`config.mk`:
```
export PLATFORM = sky130hd
export DESIGN_NAME = fifo_thd_burst
export DESIGN_NICKNAME = d
export VERILOG_FILES = /design/src/rtl/fifo_thd_burst.sv
export SDC_FILE = /design/constraint.sdc
export NUM_CORES = 1
export LEC_CHECK = 0
export ABC_AREA = 1
export BUFFER_PORTS_ARGS = -buffer_cell sky130_fd_sc_hd__buf_4
export CAP_MARGIN = 0
export CORE_ASPECT_RATIO = 0.9
export CORE_MARGIN = 2
export CORE_UTILIZATION = 46
export DETAILED_ROUTE_END_ITERATION = 10
export PLACE_DENSITY = 0.65
export SLEW_MARGIN = 20
export SYNTH_ARGS = -nofsm -noshare
export SYNTH_HDL_FRONTEND = slang
export SYNTH_SLANG_ARGS = --single-unit
```
`constraint.sdc`:
```
create_clock -name clk -period 3 [get_ports clk]
set_input_delay 0.15 -clock clk [delete_from_list [all_inputs] [get_ports clk]]
set_output_delay 0.15 -clock clk [all_outputs]
set_load 0.005 [all_outputs]
```
`src/rtl/fifo_thd_burst.sv`:
```
// fifo_thd_burst: threshold-release FIFO. Words are buffered and released
// downstream only as bursts of thd_e = max(1, min(cfg_thd, DEPTH)) words.
// dout/dout_vld form a registered one-entry output stage with a ready handshake.
// Optional feature macro: THD_TIMEOUT_EN. When it is defined, a residual
// below-threshold fill is flushed after cfg_tout idle cycles.
module fifo_thd_burst #(
   parameter int DW    = 8,
   parameter int DEPTH = 16,
   parameter int CW    = $clog2(DEPTH) + 1
) (
   input  logic          clk,
   input  logic          rst_n,
   input  logic [DW-1:0] din,
   input  logic          din_vld,
   input  logic [CW-1:0] cfg_thd,
   input  logic [15:0]   cfg_tout,
   output logic [DW-1:0] dout,
   output logic          dout_vld,
   input  logic          dout_rdy,
   output logic          busy,
   output logic          ovf_err,
   output logic [CW-1:0] fifo_cnt
);
   localparam int AW = $clog2(DEPTH);

   typedef enum logic {IDLE, SEND} state_t;

   state_t        state;
   logic [DW-1:0] mem [DEPTH];
   logic [AW-1:0] wptr, rptr;
   logic [CW-1:0] cnt;
   logic [CW-1:0] thd_e;
   logic [CW-1:0] rem;        // words of the burst not yet transferred downstream
   logic [CW-1:0] fetch_rem;  // words of the burst not yet popped into the output register
   logic          full, wr_acc, pop, xfer, tout_fire;

   // full is the pre-edge count, so a write while full is dropped even if a read coincides
   assign full     = (cnt == CW'(DEPTH));
   assign wr_acc   = din_vld & ~full;
   assign xfer     = dout_vld & dout_rdy;
   // output register refills whenever it is empty or being drained this cycle
   assign pop      = (state == SEND) && (fetch_rem != '0) && (!dout_vld || dout_rdy);
   assign ovf_err  = din_vld & full;
   assign busy     = (state == SEND);
   assign fifo_cnt = cnt;

   // effective threshold: clamp cfg_thd into 1..DEPTH
   always_comb begin
      thd_e = cfg_thd;
      if (cfg_thd == '0)
         thd_e = CW'(1);
      else if (cfg_thd > CW'(DEPTH))
         thd_e = CW'(DEPTH);
   end

`ifdef THD_TIMEOUT_EN
   logic [15:0] idle_cnt;

   // idle counter: runs only while IDLE with words parked and no writes arriving
   always_ff @(posedge clk or negedge rst_n) begin
      if (!rst_n)
         idle_cnt <= '0;
      else if (wr_acc || state == SEND || cnt == '0)
         idle_cnt <= '0;
      else if (idle_cnt != 16'hFFFF)
         idle_cnt <= idle_cnt + 16'd1;
   end

   assign tout_fire = (cfg_tout != '0) && (idle_cnt >= cfg_tout) &&
                      (cnt != '0) && (cnt < thd_e);
`else
   logic unused_tout;
   assign unused_tout = ^cfg_tout;
   assign tout_fire   = 1'b0;
`endif

   // storage array, written only for accepted words
   always_ff @(posedge clk) begin
      if (wr_acc)
         mem[wptr] <= din;
   end

   // pointers wrap modulo DEPTH; count carries the extra bit for full vs empty
   always_ff @(posedge clk or negedge rst_n) begin
      if (!rst_n) begin
         wptr <= '0;
         rptr <= '0;
         cnt  <= '0;
      end else begin
         if (wr_acc) wptr <= wptr + 1'b1;
         if (pop)    rptr <= rptr + 1'b1;
         cnt <= cnt + CW'(wr_acc) - CW'(pop);
      end
   end

   // burst FSM with the registered output stage
   always_ff @(posedge clk or negedge rst_n) begin
      if (!rst_n) begin
         state     <= IDLE;
         rem       <= '0;
         fetch_rem <= '0;
         dout      <= '0;
         dout_vld  <= 1'b0;
      end else begin
         case (state)
            IDLE: begin
               dout_vld <= 1'b0;
               if (cnt >= thd_e) begin
                  state     <= SEND;
                  rem       <= thd_e;
                  fetch_rem <= thd_e;
               end else if (tout_fire) begin
                  state     <= SEND;
                  rem       <= cnt;
                  fetch_rem <= cnt;
               end
            end
            SEND: begin
               if (pop) begin
                  dout      <= mem[rptr];
                  dout_vld  <= 1'b1;
                  fetch_rem <= fetch_rem - 1'b1;
               end else if (xfer) begin
                  dout_vld <= 1'b0;
               end
               if (xfer) begin
                  rem <= rem - 1'b1;
                  if (rem == CW'(1))
                     state <= IDLE;
               end
            end
            default: state <= IDLE;
         endcase
      end
   end

endmodule

```
==> results of run 1 <==
==> per-layer routing <==
layer,vias up,track usage
met5,-,0
met4,0,0.0624
met3,19,0.0402
met2,142,0.299
met1,2458,0.267
li1,2578,-
==> critical path, delay by kind of cell (launching register included) <==
kind | cells | cell delay [ps]
fa+ha+maj | 4 | 1100
compound gates | 1 | 150
simple gates | 4 | 420
flops | 1 | 410
xor+xnor | 1 | 150
buf+inv | 2 | 130
==> final timing paths <==
check / from / to / slack, ps / cells past startpoint
hold reg to reg: dout[5] / dout[5] / 480 / 2
setup / recovery: fifo_cnt[2] / fifo_cnt[4] / 570 / 12
hold / removal: dout_rdy / dout_vld / 50 / 4
setup reg to reg: fifo_cnt[2] / fifo_cnt[4] / 570 / 12
min in group asynchronous: rst_n / dout[5] / 220 / 2
max in group asynchronous: rst_n / rptr[0] / 2440 / 2
==> state kept, by name, summed over array words and instances (netlist names) <==
register	cells
mem	128
dout	8
fetch_rem	5
fifo_cnt	5
rem	5
rptr	4
wptr	4
busy	1
dout_vld	1
==> power groups by stage <==
stage,logic [W],registers [W],clock network [W]
after floorplan,0.00224,0.00304,0
after global placement,0.00308,0.00310,0
after detailed placement,0.00313,0.00311,0
after CTS,0.00317,0.00306,0.00218
after global routing,0.00357,0.00310,0.00228
final,0.00315,0.00307,0.00216
==> metrics by stage <==
| stage | power [W] | setup WS, ps | utilization |
|---|---|---|---|
| CTS | 0.00841 | 557 | 0.535 |
| floorplan | 0.00528 | 591 | - |
| global placement | 0.00618 | 602 | 0.498 |
| detailed placement | 0.00624 | 573 | 0.498 |
| global route | 0.00895 | 359 | 0.535 |
| finish | 0.00838 | 568 | 0.535 |
==> layout make-up <==
cell class                 instances  area (sq um)  share of cell area
clock buffer                      17           425              0.0496
timing repair buffer              52           405              0.0473
clock inverter                    15           165              0.0193
inverter                         132           495              0.0578
multi-input combinational        457          2150               0.251
sequential                       161          4670               0.545
tap                              207           259              0.0302
==> cell families (layout without fill, tap and decap cells) <==
family	after synthesis	in the layout	synth area share
flip-flops	161	161	0.624
adder cells (fa/ha/maj)	21	21	0.0361
AND/OR/NAND/NOR	402	402	0.222
AO/OA/AOI/OAI	22	22	0.0150
buffers and inverters	161	216	0.0889
XOR/XNOR	12	12	0.0140
==> cells in the mapped netlist <==
master	n	area (sq um)
o21bai_1	1	7.51
buf_6	1	11.3
clkinv_1	3	11.3
ha_1	20	250
nand3_1	116	581
nand3_2	1	10.0
xor2_1	12	105
clkbuf_1	1	3.75
fa_1	1	20.0
nand2_1	251	942
nand4_1	1	6.26
dfrtp_1	33	826
nor2_1	31	116
o21ai_0	16	80.1
buf_2	19	95.1
inv_1	128	480
edfxtp_1	128	3840
inv_2	1	3.75
buf_4	8	60.1
o21ai_1	1	5.00
nor3_1	2	10.0
a21oi_1	4	20.0
==> results by group, run 1 <==
Run status
  • Outcome: finished clean

Routing
  • M1 WL: 7.45 mm
  • DRT Wirelength: 16.3 mm
  • DRT Pass-1 Iters: 7
  • Top sig layer: met4
  • Vias per inst: 4.99
  • DRC: 0
  • Routed wl met3: 891 um
  • First DRT Iteration DRCs: 425
  • Via count: 5197
  • ANT nets after route: 0
  • Wire per inst: 15.7 um
  • DR WL met2: 7.71 mm

Placement
  • Routability cong.: 0.786
  • Dpl hpwl: 10.0 mm
  • Port buffer count: 32
  • Dpl cells: 1008
  • DP Area: 7970 sq um

Synthesis
  • Synthesized Nets: 833
  • Yosys reg bits: 161
  • Avg Inst Size Synth: 9.61 sq um
  • Sequential area share after synthesis: 0.624
  • Synthesized area: 7490 sq um
  • Yosys warning total: 0
  • Mapped Cells: 779
  • Netlist cell types: 22

Worst setup path
  • Max incr delay on CP: 410 ps
  • Critical Path End Type: flip-flop
  • Crit path launch type: flip-flop
  • Worst Path Arrival: 2780 ps
  • Cells along the critical path: inv_1 -> ha_1 -> nand4_1 -> nand2_1 -> ha_1 -> inv_1 -> ha_1 -> fa_1 -> a21oi_1 -> nor2_1 -> nor2_1 -> xor2_1
  • CP Data Required Time: 3350 ps
  • Slowest CP cell: dfrtp_1
  • Most frequent CP cell: ha_1
  • CP Max Fanout: 4
  • WS Path Type: flip-flop to flip-flop

Global route
  • Pin count of the biggest net entering global routing: 40
  • Total gr overflow: 0
  • Global router's overall resource usage: 0.190
  • Initial antenna violation count: 0
  • First-pass GRT wire length: 25.3 mm
  • Vias in the first global route: 4816

Final layout
  • Synthesis-to-finish area growth: 14.5%
  • Commonest non-fill, non-tap cell in the layout: nand2_1
  • Non-Filler Instances: 1041
  • Layout cells sized above 1: 0.103
  • # diodes: 0
  • Final net count: 875
  • Design Area, Final: 8570 sq um
  • Fill count: 1446
  • Most frequent cells in the layout: nand2_1, edfxtp_1, inv_1

Pwr
  • Max rail drop VDD: 0.000521 V
  • Sequential Power Share: 0.366
  • Pwr dens: 977 nW/um^2
  • Comb power frac: 0.376
  • Switch Pwr: 0.00329 W
  • Clk pwr share: 0.258
  • Switch share: 0.392
  • Internal power: 0.00509 W
  • Leak pwr: 3.94 nW

Floorplanning
  • I/O pin cnt: 49
  • Row Count: 44
  • Die Wd: 138 um
  • Initial core utilization: 0.467
  • Die area: 17300 sq um
  • Die Ht: 125 um
  • Core Footprint: 16000 sq um

Timing
  • Slew @ Worst Pin: 761 ps
  • Slew HR: 0.491
  • Clock Skew: 11.6 ps
  • Max Fclk: 411 MHz
  • Minimum clock period after layout: 2430 ps
  • Worst hold slack: 45.2 ps
  • Final Max Tran Viols: 0
  • Tcrit/Tclk final: 0.811
  • Unrepaired setup endpoints after global routing: false
  • # setup viols final: 0
  • Setup TNS: 0 ps
  • Hold violation total from the final report: 0

Clock network
  • Worst skew pair latency: 430 ps
  • Clk slew on worst S/H paths: 70 ps
  • Clock Path Buffers: 2
  • Total CTS buffers: 17
  • Cts-stage hold buffer count: 1
  • Root Driver: clkbuf_16
  • H-tree depth: 4
  • Cts repair resizes: 0
  • Post-CTS setup buffers: 0
  • CTS tree: done
  • CTS sink count: 161

Job
  • Max-Cap Viols: 0

Hold path
  • Worst hold path type: input pin to flip-flop
Note: power is estimated with default switching activity, not from simulation.
==> run 2, diff against run 1 <==
Clock period 3 ns to 2.4 ns, I/O delays scaled along.
==> run 2 against run 1 <==
  * Non-clock buffer count grew 11
  * Worst hold slack worse by 27 ps
  * Sequential power up 25%
  * Clock-buffer cell count unchanged
  * Maximum frequency increased by 9.2%
  * First-iteration DRC count increased by 7.8%
  * Critical path type unchanged
  * Critical endpoint unchanged
==> results by group, run 2 (synthesis results as in run 1) <==
Final layout
  • # diodes: 0 (unchanged)
  • Max reg flops: 128 (unchanged)
  • Non-Filler Instances: 1052 (+1.1%)
  • Area of the multi-input gates: 2190 sq um (+1.6%)
  • Largest regs: mem x128, dout x8
  • Commonest non-fill, non-tap cell in the layout: nand2_1
  • Largest Register: mem
  • Synthesis-to-finish area growth: 16.0%
  • Final net count: 886 (+1.3%)
  • Layout cells sized above 1: 0.123 (+0.0200)
  • Most frequent cells in the layout: nand2_1, edfxtp_1, inv_1
  • Fill count: 1369 (-5.3%)
  • Sequential standard cell area: 4670 sq um (unchanged)

Pwr
  • Leak pwr: 3.98 nW (+1.0%)
  • Comb power frac: 0.389 (+0.013)
  • Switch Pwr: 0.00414 W (+26%)
  • Sequential Power Share: 0.361 (-0.005)
  • Internal power: 0.00646 W (+27%)
  • Max rail drop VDD: 0.000684 V (+31%)
  • Pwr dens: 1220 nW/um^2 (+25%)
  • Clk pwr share: 0.250 (-0.008)
  • Pwr Total: 0.0106 W (+27%)
  • Switch share: 0.391 (-0.00176)

Placement
  • Dpl hpwl: 9.79 mm (-2.3%)
  • Dpl cells: 1017 (+0.89%)
  • Placement Setup Slack: 112 ps (-461 ps)
  • Routability cong.: 0.793 (+0.87%)
  • Port buffer count: 32 (unchanged)

Routing
  • Vias per inst: 4.89 (-2.1%)
  • Wire per inst: 15.5 um (-1.2%)
  • DRT Pass-1 Iters: 6 (-1)
  • ANT nets after route: 0 (unchanged)
  • First DRT Iteration DRCs: 458 (+7.8%)
  • DRT Wirelength: 16.3 mm (-0.13%)
  • Via count: 5142 (-1.1%)
  • DRC: 0 (unchanged)

Clock network
  • CTS sink count: 161 (unchanged)
  • CTS tree: done
  • Worst skew pair latency: 430 ps (about the same)
  • Clk slew on worst S/H paths: 70 ps (about the same)
  • Clock Path Buffers: 2 (unchanged)
  • H-tree depth: 4 (unchanged)
  • Root Driver: clkbuf_16
  • Total CTS buffers: 17 (unchanged)

Worst setup path
  • Crit path launch type: flip-flop
  • Most frequent CP cell: inv_2
  • CP Data Required Time: 2750 ps (-600 ps)
  • Critical Path End Type: flip-flop
  • CP Max Fanout: 4 (unchanged)
  • Worst Path Arrival: 2580 ps (-200 ps)
  • Slowest CP cell: dfrtp_1
  • WS Path Type: flip-flop to flip-flop
  • Cells along the critical path: inv_2 -> ha_1 -> nand3_1 -> nand3_2 -> inv_2 -> ha_4 -> inv_2 -> ha_4 -> fa_2 -> a21oi_2 -> nor2_1 -> nor2_1 -> xor2_1
  • Max incr delay on CP: 410 ps (about the same)

Timing
  • Hold violation total from the final report: 0 (unchanged)
  • Clock Skew: 8.75 ps (-2.81 ps)
  • Max Fclk: 449 MHz (+9.2%)
  • Slew @ Worst Pin: 597 ps (-164 ps)
  • # setup viols final: 0 (unchanged)
  • Setup ws final: 173 ps (-395 ps)
  • Final Max Tran Viols: 0 (unchanged)
  • Setup TNS: 0 ps (unchanged)
  • Tcrit/Tclk final: 0.928 (+0.117)
  • Worst hold slack: 18.1 ps (-27.1 ps)
  • Slew HR: 0.599 (+0.109)
  • Minimum clock period after layout: 2230 ps (-205 ps)
  • Unrepaired setup endpoints after global routing: false

Floorplanning
  • Row Count: 44 (unchanged)
  • Initial core utilization: 0.467 (unchanged)
  • I/O pin cnt: 49 (unchanged)
  • Die Ht: 125 um (unchanged)
  • Die area: 17300 sq um (unchanged)
  • Die Wd: 138 um (unchanged)
  • Core Footprint: 16000 sq um (unchanged)

Global route
  • Global router's overall resource usage: 0.192 (+0.00164)
  • First-pass GRT wire length: 25.5 mm (+0.65%)
  • Vias in the first global route: 4748 (-1.4%)
  • Total gr overflow: 0 (unchanged)
  • Initial antenna violation count: 0 (unchanged)
  • Pin count of the biggest net entering global routing: 67 (+68%)

Run status
  • Outcome: finished clean

Hold path
  • Worst hold path type: input pin to flip-flop

Job
  • Max-Cap Viols: 0 (unchanged)
==> run 2: changes by cell type in the layout (fill, tap and decap cells not counted), sizes merged <==
cell | before | now
clkinv | 9 | 6
buf | 51 | 62
clkinvlp | 0 | 3
==> run 2: final timing paths <==
kind	end	cells after the start	slack, ps	startpoint
max in group asynchronous	rptr[0]	2	1880	rst_n
worst max register to register	fifo_cnt[4]	13	170	fetch_rem[0]
worst max-delay path	fifo_cnt[4]	13	170	fetch_rem[0]
worst min-delay path	mem[8][1]	1	20	din[1]
min in group asynchronous	dout[1]	2	190	rst_n
worst min register to register	dout[2]	2	480	dout[2]
==> run 2: timing repair <==
item | 4_1_cts | 5_1_grt
hold endpoints to repair | 33 | 0
setup endpoints to repair | 0 | 1
hold buffers | 1 | 0
gates resized for setup | 0 | 8
buffers inserted | 0 | 2
==> run 2: layout make-up <==
| cell class | instances | share of cell area |
|---|---|---|
| Inverter | 132 | 0.0571 |
| Clock inverter | 15 | 0.0167 |
| Sequential cell | 161 | 0.538 |
| Timing Repair Buffer | 63 | 0.0576 |
| Tap cell | 207 | 0.0298 |
| Clock buffer | 17 | 0.0490 |
| Multi-Input combinational cell | 457 | 0.252 |
==> run 2: routing by layer <==
metal	GRT usage	wire (um)	vias to the layer above
met5	0	0	-
met4	0.0498	172	0
met3	0.0467	1050	13
met2	0.296	7450	144
met1	0.275	7600	2389
li1	-	-	2596
==> run 2: through the flow <==
step | util | cell area (sq um)
2_1_floorplan | - | 7490
3_3_place_gp | 0.503 | 8060
3_5_place_dp | 0.503 | 8060
4_1_cts | 0.539 | 8640
5_1_grt | 0.542 | 8680
6_report | 0.542 | 8680
==> run 2: power by group through the flow <==
stage	combinational, W	sequential, W	clock, W
after global routing	0.00465	0.00388	0.00281
after CTS	0.00404	0.00382	0.00268
after detailed placement	0.00402	0.00388	0
final	0.00413	0.00383	0.00265
after floorplan	0.00280	0.00380	0
after global placement	0.00396	0.00387	0
==> run 2: critical path: cells and delay by family, from the launching register on <==
kind,cells,cell delay (ps)
adders and majority gates,4,930
DFF,1,410
and+or+nand+nor,4,360
buffers and inverters,3,170
AOI/OAI and AO/OA,1,150
xor gates and xnor gates,1,140
